===== src/rtl/pipeline_fetch_ctrl.sv =====
// Fetch-side controller: owns the fetch PC and the F/D/X instruction, PC and valid
// registers, steering them from the next-PC select code and the D/X kill requests.
module pipeline_fetch_ctrl #(
    parameter int                XLEN     = 32,
    parameter logic [XLEN-1:0]   RESET_PC = '0,
    parameter logic [31:0]       NOP_INST = 32'h0000_0013,
    parameter int                CNT_W    = 16
) (
    input  logic             clk,
    input  logic             rst_n,
    input  logic             stall,
    input  logic [2:0]       PCSel_F_out,
    input  logic             killD_req_next,
    input  logic             killX_req_next,
    input  logic [XLEN-1:0]  immF,
    input  logic [XLEN-1:0]  immD,
    input  logic [XLEN-1:0]  ALUoutX,
    input  logic [31:0]      imem_rdata,
    output logic [XLEN-1:0]  imem_addr,
    output logic [XLEN-1:0]  PCF,
    output logic [XLEN-1:0]  PCD,
    output logic [XLEN-1:0]  PCX,
    output logic [31:0]      instF,
    output logic [31:0]      instD,
    output logic [31:0]      instX,
    output logic             validF,
    output logic             validD,
    output logic             validX,
    output logic [CNT_W-1:0] redirect_cnt,
    output logic             illegal_sel
);

    typedef enum logic [1:0] {BOOT, FILL, RUN} state_t;

    state_t          state, state_nxt;
    logic [XLEN-1:0] next_pc;
    logic            sel_illegal;
    logic            active;
    logic            advance;

    always_ff @(posedge clk or negedge rst_n) begin
        if (!rst_n) state <= BOOT;
        else        state <= state_nxt;
    end

    always_comb begin
        state_nxt = state;
        active    = 1'b1;
        case (state)
            BOOT:    begin state_nxt = FILL; active = 1'b0; end
            FILL:    state_nxt = RUN;
            RUN:     state_nxt = RUN;
            default: begin state_nxt = BOOT; active = 1'b0; end
        endcase
    end

    // Illegal codes fall back to sequential fetch; only the sticky flag records them.
    always_comb begin
        next_pc     = PCF + XLEN'(4);
        sel_illegal = 1'b0;
        case (PCSel_F_out)
            3'd0:    next_pc = PCF + XLEN'(4);
            3'd1:    next_pc = PCF + immF;
            3'd2:    next_pc = {ALUoutX[XLEN-1:1], 1'b0};
            3'd3:    next_pc = PCD + immD;
            3'd4:    next_pc = PCD + XLEN'(4);
            default: sel_illegal = 1'b1;
        endcase
    end

    // A D-kill is a redirect and must win over a stall, so it forces the pipe to move.
    assign advance   = ~stall | killD_req_next;
    assign validF    = active;
    assign instF     = imem_rdata;
    assign imem_addr = PCF;

    always_ff @(posedge clk or negedge rst_n) begin
        if (!rst_n) begin
            PCF          <= RESET_PC;
            PCD          <= '0;
            PCX          <= '0;
            instD        <= NOP_INST;
            instX        <= NOP_INST;
            validD       <= 1'b0;
            validX       <= 1'b0;
            redirect_cnt <= '0;
            illegal_sel  <= 1'b0;
        end else if (active) begin
            if (advance) begin
                PCF    <= next_pc;
                PCD    <= PCF;
                instD  <= killD_req_next ? NOP_INST : instF;
                validD <= validF & ~killD_req_next;
                PCX    <= PCD;
                instX  <= killX_req_next ? NOP_INST : instD;
                validX <= validD & ~killX_req_next;
            end else begin
                validX <= 1'b0;
                instX  <= NOP_INST;
            end
            if (killD_req_next && (redirect_cnt != '1))
                redirect_cnt <= redirect_cnt + 1'b1;
            if (validF && sel_illegal)
                illegal_sel <= 1'b1;
        end
    end

endmodule


===== config.mk =====
export PLATFORM = sky130hd
export DESIGN_NAME = pipeline_fetch_ctrl
export DESIGN_NICKNAME = d
export VERILOG_FILES = /design/src/rtl/pipeline_fetch_ctrl.sv
export SDC_FILE = /design/constraint.sdc
export NUM_CORES = 1
export LEC_CHECK = 0
export CAP_MARGIN = 20
export CORE_AREA = 4 4 190 192
export CTS_BUF_LIST = sky130_fd_sc_hd__clkbuf_4
export CTS_CLUSTER_DIAMETER = 150
export DETAILED_ROUTE_END_ITERATION = 10
export DIE_AREA = 0 0 194 196
export GPL_ROUTABILITY_DRIVEN = 0
export GPL_TIMING_DRIVEN = 0
export PLACE_DENSITY = 0.76
export SYNTH_ARGS = -nofsm -noshare
export SYNTH_HDL_FRONTEND = slang
export SYNTH_SLANG_ARGS = --single-unit
export TNS_END_PERCENT = 30

===== constraint.sdc =====
create_clock -name clk -period 3.1 [get_ports clk]
set_input_delay 0.31 -clock clk [delete_from_list [all_inputs] [get_ports clk]]
set_output_delay 0.31 -clock clk [all_outputs]
set_load 0.05 [all_outputs]

==> results.sh, run 1 <==
export IMPL_outcome="completed"
export IMPL_synth_top_cell_by_area="dfrtp_1"
export IMPL_critPathCaptureType="flip-flop"
export IMPL_ioPinCount=380
export IMPL_crit_start="PCD[2]"
export IMPL_grt_pass1_wl_microns=82800
export IMPL_syn_to_final_growth_pct=40.8
export IMPL_fin_nets=2219
export IMPL_cts_tree="yes"
export IMPL_synth_top_area_frac=0.337
export IMPL_clock_path_buffers=2
export IMPL_insertion_delay_ns=0.64
export IMPL_hold_class="in -> reg"
export IMPL_start_util=0.378
export IMPL_holdWs_ns=0.0684
export IMPL_worst_pin_slew_ns=1.05
export IMPL_ys_seq_elements=181
export IMPL_netlist_area_sq_um=13000
export IMPL_drc_errors=0
export IMPL_async_reset_ff_frac=1.00
export IMPL_die_area_sq_um=38000
export IMPL_critPathRequiredTime_ns=3.64
export IMPL_rsz0062_at_grt="yes"
export IMPL_numCtsBuffers=17
export IMPL_grt_max_degree=95
export IMPL_fmax_mhz=323
export IMPL_core_area_sq_um=34400
export IMPL_vdd_ir_drop_worst_uv=585
export IMPL_dp_hpwl_microns=41900
export IMPL_grtUsageTotal=0.278
export IMPL_h_tree_depth=4
export IMPL_yosys_warnings=0
export IMPL_dr_first_iter_drc_count=1807
export IMPL_cp_arrival_ns=3.64
export IMPL_postSynthAreaPerCell_sq_um=8.17
export IMPL_syn_num_nets=1794
export IMPL_final_setup_tns_ns=0
export IMPL_clock_sinks=181
export IMPL_hold_viol=0
export IMPL_chipWidth_microns=194
export IMPL_wl_per_cell_microns=22.4
export IMPL_ys_seq_area_frac=0.349
export IMPL_antenna_found_initial=5
export IMPL_gr_total_overflow=0
export IMPL_vias=14500
export IMPL_routed_via_density=5.84
export IMPL_skew_ns=0.0415
export IMPL_die_y_microns=196
export IMPL_setup_ws_ns=0.00271
export IMPL_stdcell_area_sq_um=18300
export IMPL_syn_inst=1591
export IMPL_fp_row_count=68
export IMPL_final_cells=2487
export IMPL_place_inst=2423
export IMPL_drt_total_wl_microns=55800
export IMPL_worstReg2RegStart="PCD[2]"
export IMPL_place_area_sq_um=17400
export IMPL_p_total_mw=15.3
export IMPL_p_leak_nw=7.88
export IMPL_postRouteAntennaNets=0
export IMPL_clk_pin_slew_worst_paths_ns=0.20
export IMPL_synth_edf_count=0
export IMPL_drv_slew=0
export IMPL_maxSlewHeadroom=0.294
export IMPL_grt_pass1_vias=14100
export IMPL_min_period_ns=3.10
export IMPL_nFillCells=3184
export IMPL_synth_distinct_cells=75
export IMPL_place_ws_ns=-1.39
export IMPL_cp_max_fo=7
export IMPL_final_util=0.532
export IMPL_synth_most_common_cell="nand2_1"
export IMPL_ys_flop_type="dfrtp_1"
export IMPL_startpoint_type="flip-flop"
export IMPL_worst_hold_startpoint="PCSel_F_out[1]"
export IMPL_yosys_top_cells_count="nand2_1 (332), dfrtp_1 (175), a21oi_1 (99), o21ai_0 (95), clkbuf_1 (73)"
export IMPL_power_density_nw_per_um2=834
export IMPL_max_cap_violations=0
export IMPL_layout_drive_gt1_share=0.122
export IMPL_finalCritPeriodShare=0.999
export IMPL_setup_violations=0
export IMPL_critical_path_class="reg -> reg"
export IMPL_port_buffers=375
export IMPL_root_buffer="clkbuf_4"
export IMPL_synth_area_leaders="dfrtp_1 (34%), nand2_1 (9.6%), ha_1 (6.3%)"
export IMPL_drtPass1Iterations=10
==> path summary, 6_finish.rpt <==
check                       endpoint  slack (ns)  depth (start not counted)
max reg2reg                  PCF[31]       0.003                         10
min                           PCF[0]        0.07                          4
max                          PCF[31]       0.003                         10
min in group asynchronous  instX[27]        0.25                          2
max in group asynchronous     PCD[0]        1.88                          3
min reg2reg                 instX[1]        0.50                          2
==> critical path, cell delays in order (launching register included) <==
cell and delay (ns):
dfrtp_1 0.52, ha_1 0.46, o21ai_0 0.18, o21ai_1 0.26, a21oi_2 0.18, a211oi_4 0.36, o2111ai_2 0.22, a2111oi_4 0.38
nand2_1 0.09, o31ai_1 0.24, a22oi_1 0.11
==> sequential cells by signal, indices dropped and copies added, names as in the netlist <==
name,cells
instD,32
validX,1
illegal_sel,1
redirect_cnt,16
PCF,32
state,2
PCX,32
instX,32
validD,1
PCD,32
==> cell type report <==
type,instances,area [sq um],share of cell area
timing repair buffer,413,4070,0.222
tap,455,569,0.0311
inverter,57,214,0.0117
clock buffer,17,128,0.00698
clock inverter,15,156,0.00855
antenna,3,7.51,0.000410
sequential,181,4570,0.250
multi-input combinational,1200,7720,0.422
buffer,146,862,0.0471
==> per-layer routing <==
metal / routed length, microns / track usage
met1: 20400 / 0.337
met2: 25600 / 0.462
met3: 6960 / 0.0824
met4: 2840 / 0.117
met5: 47 / 0
==> power by group <==
group	switching, mW	internal [mW]	total (mW)
clock	1.02	0.436	1.45
sequential	1.02	2.91	3.93
combinational	6.17	3.71	9.88
==> cells by family (layout without fill, tap and decap cells) <==
kind of cell               Yosys count  count (layout)  synth area share
AOI/OAI and AO/OA                  442             442             0.228
xor gates and xnor gates            84              84            0.0566
adders and majority gates           67              67            0.0657
buffers and inverters              210             648            0.0814
DFF                                181             181             0.349
muxes                               23              23            0.0183
other                                0               3                 0
and+or+nand+nor                    584             584             0.201
==> timing repair <==
action	in CTS	in global routing
hold buffers	3	0
setup endpoints to repair	88	42
buffers inserted	15	18
gates resized for setup	54	52
pin swaps	7	12
hold endpoints to repair	90	0
==> cells in the final DEF (no fill, tap or decap), types with 8 or more instances in the layout <==
cell type / n
a21o_1: 41
ha_1: 52
a21oi_1: 95
o22ai_1: 11
o31ai_1: 10
o21bai_1: 14
clkbuf_1: 56
xor2_1: 33
dfrtp_1: 146
nand4_1: 24
nand3_1: 51
nand2_1: 332
and3_1: 16
or3_1: 8
and2_1: 8
dfrtp_2: 29
o221ai_1: 10
inv_1: 57
a221oi_1: 11
ha_2: 8
a22o_1: 30
o21ai_0: 91
mux2i_1: 16
buf_4: 101
and4_1: 9
nor2_1: 68
o21a_1: 18
xnor2_1: 51
a31oi_1: 11
nor2b_1: 8
o211ai_1: 13
clkdlybuf4s50_1: 374
nor3_1: 29
a211oi_1: 13
clkbuf_4: 18
Power figures use the tool's default switching activity.
==> run 2: changes to the inputs <==
--- a/config.mk
+++ b/config.mk
@@ -5,7 +5,6 @@
 export SDC_FILE = /design/constraint.sdc
 export NUM_CORES = 1
 export LEC_CHECK = 0
-export CAP_MARGIN = 20
 export CORE_AREA = 4 4 190 192
 export CTS_BUF_LIST = sky130_fd_sc_hd__clkbuf_4
 export CTS_CLUSTER_DIAMETER = 150
@@ -13,7 +12,7 @@
 export DIE_AREA = 0 0 194 196
 export GPL_ROUTABILITY_DRIVEN = 0
 export GPL_TIMING_DRIVEN = 0
-export PLACE_DENSITY = 0.76
+export PLACE_DENSITY = 0.73
 export SYNTH_ARGS = -nofsm -noshare
 export SYNTH_HDL_FRONTEND = slang
 export SYNTH_SLANG_ARGS = --single-unit
==> constraint.sdc (replaced) <==
create_clock -name clk -period 3.4 [get_ports clk]
set_input_delay 0.34 -clock clk [delete_from_list [all_inputs] [get_ports clk]]
set_output_delay 0.34 -clock clk [all_outputs]
set_load 0.05 [all_outputs]
==> results.sh, run 2 (synthesis gave the netlist of run 1 again) <==
export IMPL_outcome="completed"
export IMPL_fin_nets=2189
export IMPL_root_buffer="clkbuf_4"
export IMPL_antenna_found_initial=8
export IMPL_r2r_slack_ns=0.12
export IMPL_holdWs_ns=0.0653
export IMPL_chipWidth_microns=194
export IMPL_dp_hpwl_microns=41900
export IMPL_drt_total_wl_microns=54600
export IMPL_gr_usage_met1=0.338
export IMPL_port_buffers=375
export IMPL_use_met3=0.0912
export IMPL_clock_sinks=181
export IMPL_place_area_sq_um=17400
export IMPL_p_sw_frac=0.537
export IMPL_setup_violations=0
export IMPL_clock_path_buffers=2
export IMPL_busiest_layer="met2"
export IMPL_critical_path_cell_chain="clkdlybuf4s50_1, or3b_1, buf_6, clkbuf_4, buf_4, clkbuf_4, nand2_1, nand2_1, ha_2, o211a_4, nor3b_4, mux2_2, a222oi_1, o211ai_1"
export IMPL_final_util=0.520
export IMPL_worstReg2RegStart="PCD[0]"
export IMPL_worstHoldPathCells=3
export IMPL_vdd_ir_drop_worst_uv=481
export IMPL_cp_max_fo=10
export IMPL_postRouteAntennaNets=0
export IMPL_gr_total_overflow=0
export IMPL_stdcell_area_sq_um=17900
export IMPL_setup_ws_ns=0.0810
export IMPL_p_total_mw=13.5
export IMPL_ioPinCount=380
export IMPL_place_ws_ns=-1.56
export IMPL_drc_errors=0
export IMPL_intPower_mw=6.25
export IMPL_die_y_microns=196
export IMPL_p_leak_nw=7.72
export IMPL_layout_common_cells="clkdlybuf4s50_1 (374), nand2_1 (332), dfrtp_1 (164)"
export IMPL_dr_first_iter_drc_count=1696
export IMPL_cts_tree="yes"
export IMPL_fp_row_count=68
export IMPL_start_util=0.378
export IMPL_drtPass1Iterations=6
export IMPL_cp_slowest_stage_delay_ns=0.53
export IMPL_fmax_mhz=301
export IMPL_r2r_end="PCF[30]"
export IMPL_critPathCaptureType="flip-flop"
export IMPL_grtUsageTotal=0.273
export IMPL_clk_pin_slew_worst_paths_ns=0.19
export IMPL_holdPathEnd="PCF[0]"
export IMPL_routed_via_density=5.69
export IMPL_worst_path_max_delay_cell="a222oi_1"
export IMPL_comb_power_share=0.634
export IMPL_worst_pin_slew_ns=1.19
export IMPL_critical_path_class="in -> reg"
export IMPL_layout_drive_gt1_share=0.0860
export IMPL_cp_arrival_ns=3.84
export IMPL_hold_class="in -> reg"
export IMPL_startpoint_type="input pin"
export IMPL_final_common_cell="clkdlybuf4s50_1"
export IMPL_drv_slew=0
export IMPL_numCtsBuffers=17
export IMPL_h_tree_depth=4
export IMPL_power_density_nw_per_um2=757
export IMPL_core_area_sq_um=34400
export IMPL_hold_viol=0
export IMPL_grt_use_met2=0.448
export IMPL_p_sw_mw=7.27
export IMPL_wl_per_cell_microns=22.2
export IMPL_max_cap_violations=0
export IMPL_critPathRequiredTime_ns=3.92
export IMPL_grt_pass1_vias=13700
export IMPL_grt_max_degree=103
export IMPL_finalCritPeriodShare=0.976
export IMPL_maxSlewHeadroom=0.206
export IMPL_pwr_share_seq=0.269
export IMPL_reg2regPathDepth=11
export IMPL_syn_to_final_growth_pct=37.4
export IMPL_rsz0062_at_grt="yes"
export IMPL_p_clk_frac=0.097
export IMPL_insertion_delay_ns=0.63
export IMPL_vias=14000
export IMPL_grt_pass1_wl_microns=81200
export IMPL_min_period_ns=3.32
export IMPL_die_area_sq_um=38000
export IMPL_skew_ns=0.0379
export IMPL_worst_hold_startpoint="PCSel_F_out[1]"
[run 2: cell types whose count changed in the layout (fill, tap and decap cells not counted), sizes merged]
cell	delta
bufinv	+1
buf	-31
inv	-6
clkbuf	+4
clkinv	+2
diode	-2
dlygate4sd3	-2
clkinvlp	+2
[run 2: through the flow]
step,cells,TNS [ns]
2_1_floorplan,1591,-0.0109
3_3_place_gp,2421,-1080.16
3_5_place_dp,2422,-51.53
4_1_cts,2454,0
5_1_grt,2455,-0.0243
6_report,2455,0
[run 2: layout make-up]
type / instances / area [sq um]
inverter: 57 / 214
multi-input combinational: 1200 / 7560
antenna: 1 / 2.50
fill: 3240 / 16500
clock buffer: 18 / 135
buffer: 148 / 848
clock inverter: 14 / 151
timing repair buffer: 381 / 3830
tap: 455 / 569
sequential: 181 / 4550
[run 2: power groups by stage]
stage	clock, mW	combinational [mW]	sequential, mW
after floorplan	0	4.09	4.93
after global placement	0	8.19	3.62
after CTS	1.34	8.36	3.61
after global routing	1.42	9.12	3.69
final	1.31	8.58	3.64
after detailed placement	0	8.30	3.63
[run 2: worst max-delay path: cells and delay by family]
family / cells / cell delay (ns)
adder cells (fa/ha/maj): 1 / 0.25
buffers and inverters: 5 / 1.28
AND/OR/NAND/NOR: 4 / 0.64
AO/OA/AOI/OAI: 3 / 0.95
multiplexers: 1 / 0.37
[run 2: how the worst max path moves through the flow]
stage	start	end	slack, ns	depth (start not counted)
6_report	PCSel_F_out[2]	PCF[24]	0.08	14
2_1_floorplan	PCSel_F_out[2]	PCF[24]	-0.01	13
5_1_grt	PCD[7]	PCF[31]	-0.02	10
4_1_cts	PCF[8]	PCF[31]	0.01	10
3_3_place_gp	rst_n	PCX[30]	-5.78	1
3_5_place_dp	PCSel_F_out[2]	PCF[24]	-1.56	14
[run 2: repair_timing]
action                                 4_1_cts  5_1_grt
endpoints found under the hold margin       95        0
pin swaps                                    1        6
setup endpoints to repair                   59       15
gates resized for setup                     19       37
cloned                                       0        0
hold buffers                                 1        0
setup buffers                                1        3
[run 2: layer usage]
metal  wire length, microns  part of all wire  up-vias
li1                       -                 -     6389
met4                   2260             0.041       14
met1                  20700              0.38     6496
met3                   6690              0.12      175
met2                  24800              0.45      904
met5                     98            0.0018        -
==> run 3: changes to the inputs <==
--- a/config.mk
+++ b/config.mk
@@ -5,14 +5,14 @@
 export SDC_FILE = /design/constraint.sdc
 export NUM_CORES = 1
 export LEC_CHECK = 0
-export CORE_AREA = 4 4 190 192
+export CORE_AREA = 4 4 167 169
 export CTS_BUF_LIST = sky130_fd_sc_hd__clkbuf_4
 export CTS_CLUSTER_DIAMETER = 150
 export DETAILED_ROUTE_END_ITERATION = 10
-export DIE_AREA = 0 0 194 196
+export DIE_AREA = 0 0 171 173
 export GPL_ROUTABILITY_DRIVEN = 0
 export GPL_TIMING_DRIVEN = 0
-export PLACE_DENSITY = 0.73
+export PLACE_DENSITY = 0.9
 export SYNTH_ARGS = -nofsm -noshare
 export SYNTH_HDL_FRONTEND = slang
 export SYNTH_SLANG_ARGS = --single-unit
==> results.sh, run 3 (synthesis gave the netlist of run 1 again) <==
export IMPL_die_area_sq_um=29600
export IMPL_finalCritPeriodShare=0.988
export IMPL_drc_errors=0
export IMPL_p_total_mw=13.5
export IMPL_wl_per_cell_microns=22.6
export IMPL_grt_pass1_vias=14500
export IMPL_grt_max_degree=125
export IMPL_maxSlewHeadroom=0.206
export IMPL_vdd_ir_drop_worst_uv=818
export IMPL_place_inst=2308
export IMPL_drt_total_wl_microns=52800
export IMPL_power_density_nw_per_um2=763
export IMPL_grtUsageTotal=0.345
export IMPL_p_leak_nw=7.70
export IMPL_dp_hpwl_microns=40700
export IMPL_insertion_delay_ns=0.61
export IMPL_min_period_ns=3.36
export IMPL_rsz0062_at_grt="yes"
export IMPL_skew_ns=0.0449
export IMPL_gr_total_overflow=0
export IMPL_numCtsBuffers=17
export IMPL_start_util=0.489
export IMPL_critPathRequiredTime_ns=3.87
export IMPL_core_area_sq_um=26600
export IMPL_final_util=0.666
export IMPL_vias=14600
export IMPL_max_cap_violations=0
export IMPL_fmax_mhz=298
export IMPL_worst_pin_slew_ns=1.19
export IMPL_dr_first_iter_drc_count=1873
export IMPL_clock_path_buffers=2
export IMPL_clock_sinks=181
export IMPL_antenna_found_initial=3
export IMPL_setup_violations=0
export IMPL_critPathCaptureType="flip-flop"
export IMPL_routed_via_density=6.24
export IMPL_grt_pass1_wl_microns=80400
export IMPL_syn_to_final_growth_pct=36.2
export IMPL_startpoint_type="input pin"
export IMPL_ioPinCount=380
export IMPL_hold_class="in -> reg"
export IMPL_nFillCells=2133
export IMPL_cp_max_fo=28
export IMPL_reg2regPathDepth=10
export IMPL_fin_nets=2186
export IMPL_chipWidth_microns=171
export IMPL_drtPass1Iterations=10
export IMPL_final_cells=2338
export IMPL_drv_slew=0
export IMPL_h_tree_depth=4
export IMPL_holdPathEnd="instD[1]"
export IMPL_final_common_cell="clkdlybuf4s50_1"
export IMPL_layout_drive_gt1_share=0.0842
export IMPL_worstReg2RegStart="PCF[3]"
export IMPL_hold_viol=0
export IMPL_critical_path_class="in -> reg"
export IMPL_port_buffers=375
export IMPL_worst_hold_startpoint="killD_req_next"
export IMPL_cp_arrival_ns=3.83
export IMPL_outcome="completed"
export IMPL_die_y_microns=173
export IMPL_r2r_end="PCF[27]"
export IMPL_clk_pin_slew_worst_paths_ns=0.18
export IMPL_worstHoldPathCells=2
export IMPL_postRouteAntennaNets=0
export IMPL_cts_tree="yes"
export IMPL_r2r_slack_ns=0.11
export IMPL_fp_row_count=60
export IMPL_root_buffer="clkbuf_4"
export IMPL_layout_common_cells="clkdlybuf4s50_1 (374), nand2_1 (332), dfrtp_1 (165)"
==> run 3: cell types whose count changed in the layout (fill, tap and decap cells not counted), sizes merged <==
cell and change:
inv +3, clkbuf -2, diode +1, buf -2
clkinv +1, bufinv -2, clkinvlp -2
==> run 3: worst max-delay path by stage <==
stage               endpoint      startpoint  slack [ns]
floorplan            PCF[24]  PCSel_F_out[2]       -0.01
global placement    instD[7]           rst_n       -5.48
detailed placement   PCF[24]  PCSel_F_out[2]       -1.61
finish               PCF[24]  PCSel_F_out[2]        0.04
global route         PCF[31]          PCD[6]       -0.07
CTS                  PCF[31]         PCD[12]       0.002
==> run 3: per-stage QoR <==
step | hold slack (ns) | cell area (sq um) | setup WS (ns) | setup TNS (ns)
after floorplan | 0.0444 | 13000 | -0.0109 | -0.0109
after global placement | 0.460 | 17200 | -5.48 | -1003.59
after detailed placement | 0.303 | 17200 | -1.61 | -30.02
after CTS | 0.0787 | 17600 | 0.00204 | 0
after global routing | 0.0800 | 17700 | -0.0732 | -0.0971
final | 0.117 | 17700 | 0.0421 | 0
==> run 3: final cells by class <==
class	instances	area [sq um]	share of cell area
Buffer	146	832	0.0470
Clock buffer	17	128	0.00721
Tap cell	341	427	0.0241
Inverter	57	214	0.0121
Multi-Input combinational cell	1200	7570	0.428
Clock inverter	14	156	0.00883
Antenna cell	2	5.00	0.000283
Sequential cell	181	4550	0.257
Timing Repair Buffer	380	3820	0.216
==> run 3: routing by layer <==
layer / routed length, microns / GRT usage / up-vias
li1: - / - / 6378
met1: 17800 / 0.407 / 6749
met2: 24500 / 0.566 / 1171
met5: 13 / 0 / -
met4: 3250 / 0.168 / 2
met3: 7230 / 0.111 / 288
==> run 3: timing repair <==
action	CTS	global route
pin swaps	1	7
hold endpoints to repair	57	0
buffers inserted	1	2
setup endpoints to repair	20	18
cloned	0	0
hold buffers	1	0
gates resized for setup	16	38
==> run 3: where the power goes <==
part	leakage (nW)	internal, mW	switching, mW
Sequential	2.28	2.63	0.996
Clock	0.151	0.336	0.935
Combinational	5.26	3.17	5.45
Total	7.70	6.13	7.38
==> run 3: worst max-delay path, stage by stage <==
cell and delay [ns]:
clkdlybuf4s50_1 0.51, buf_2 0.24, nor3b_4 0.23, clkbuf_4 0.40, nand2_1 0.10, nand2_1 0.08, ha_2 0.27, o211a_4 0.26
nor3b_4 0.27, mux2_2 0.37, a222oi_1 0.57, o211ai_1 0.18
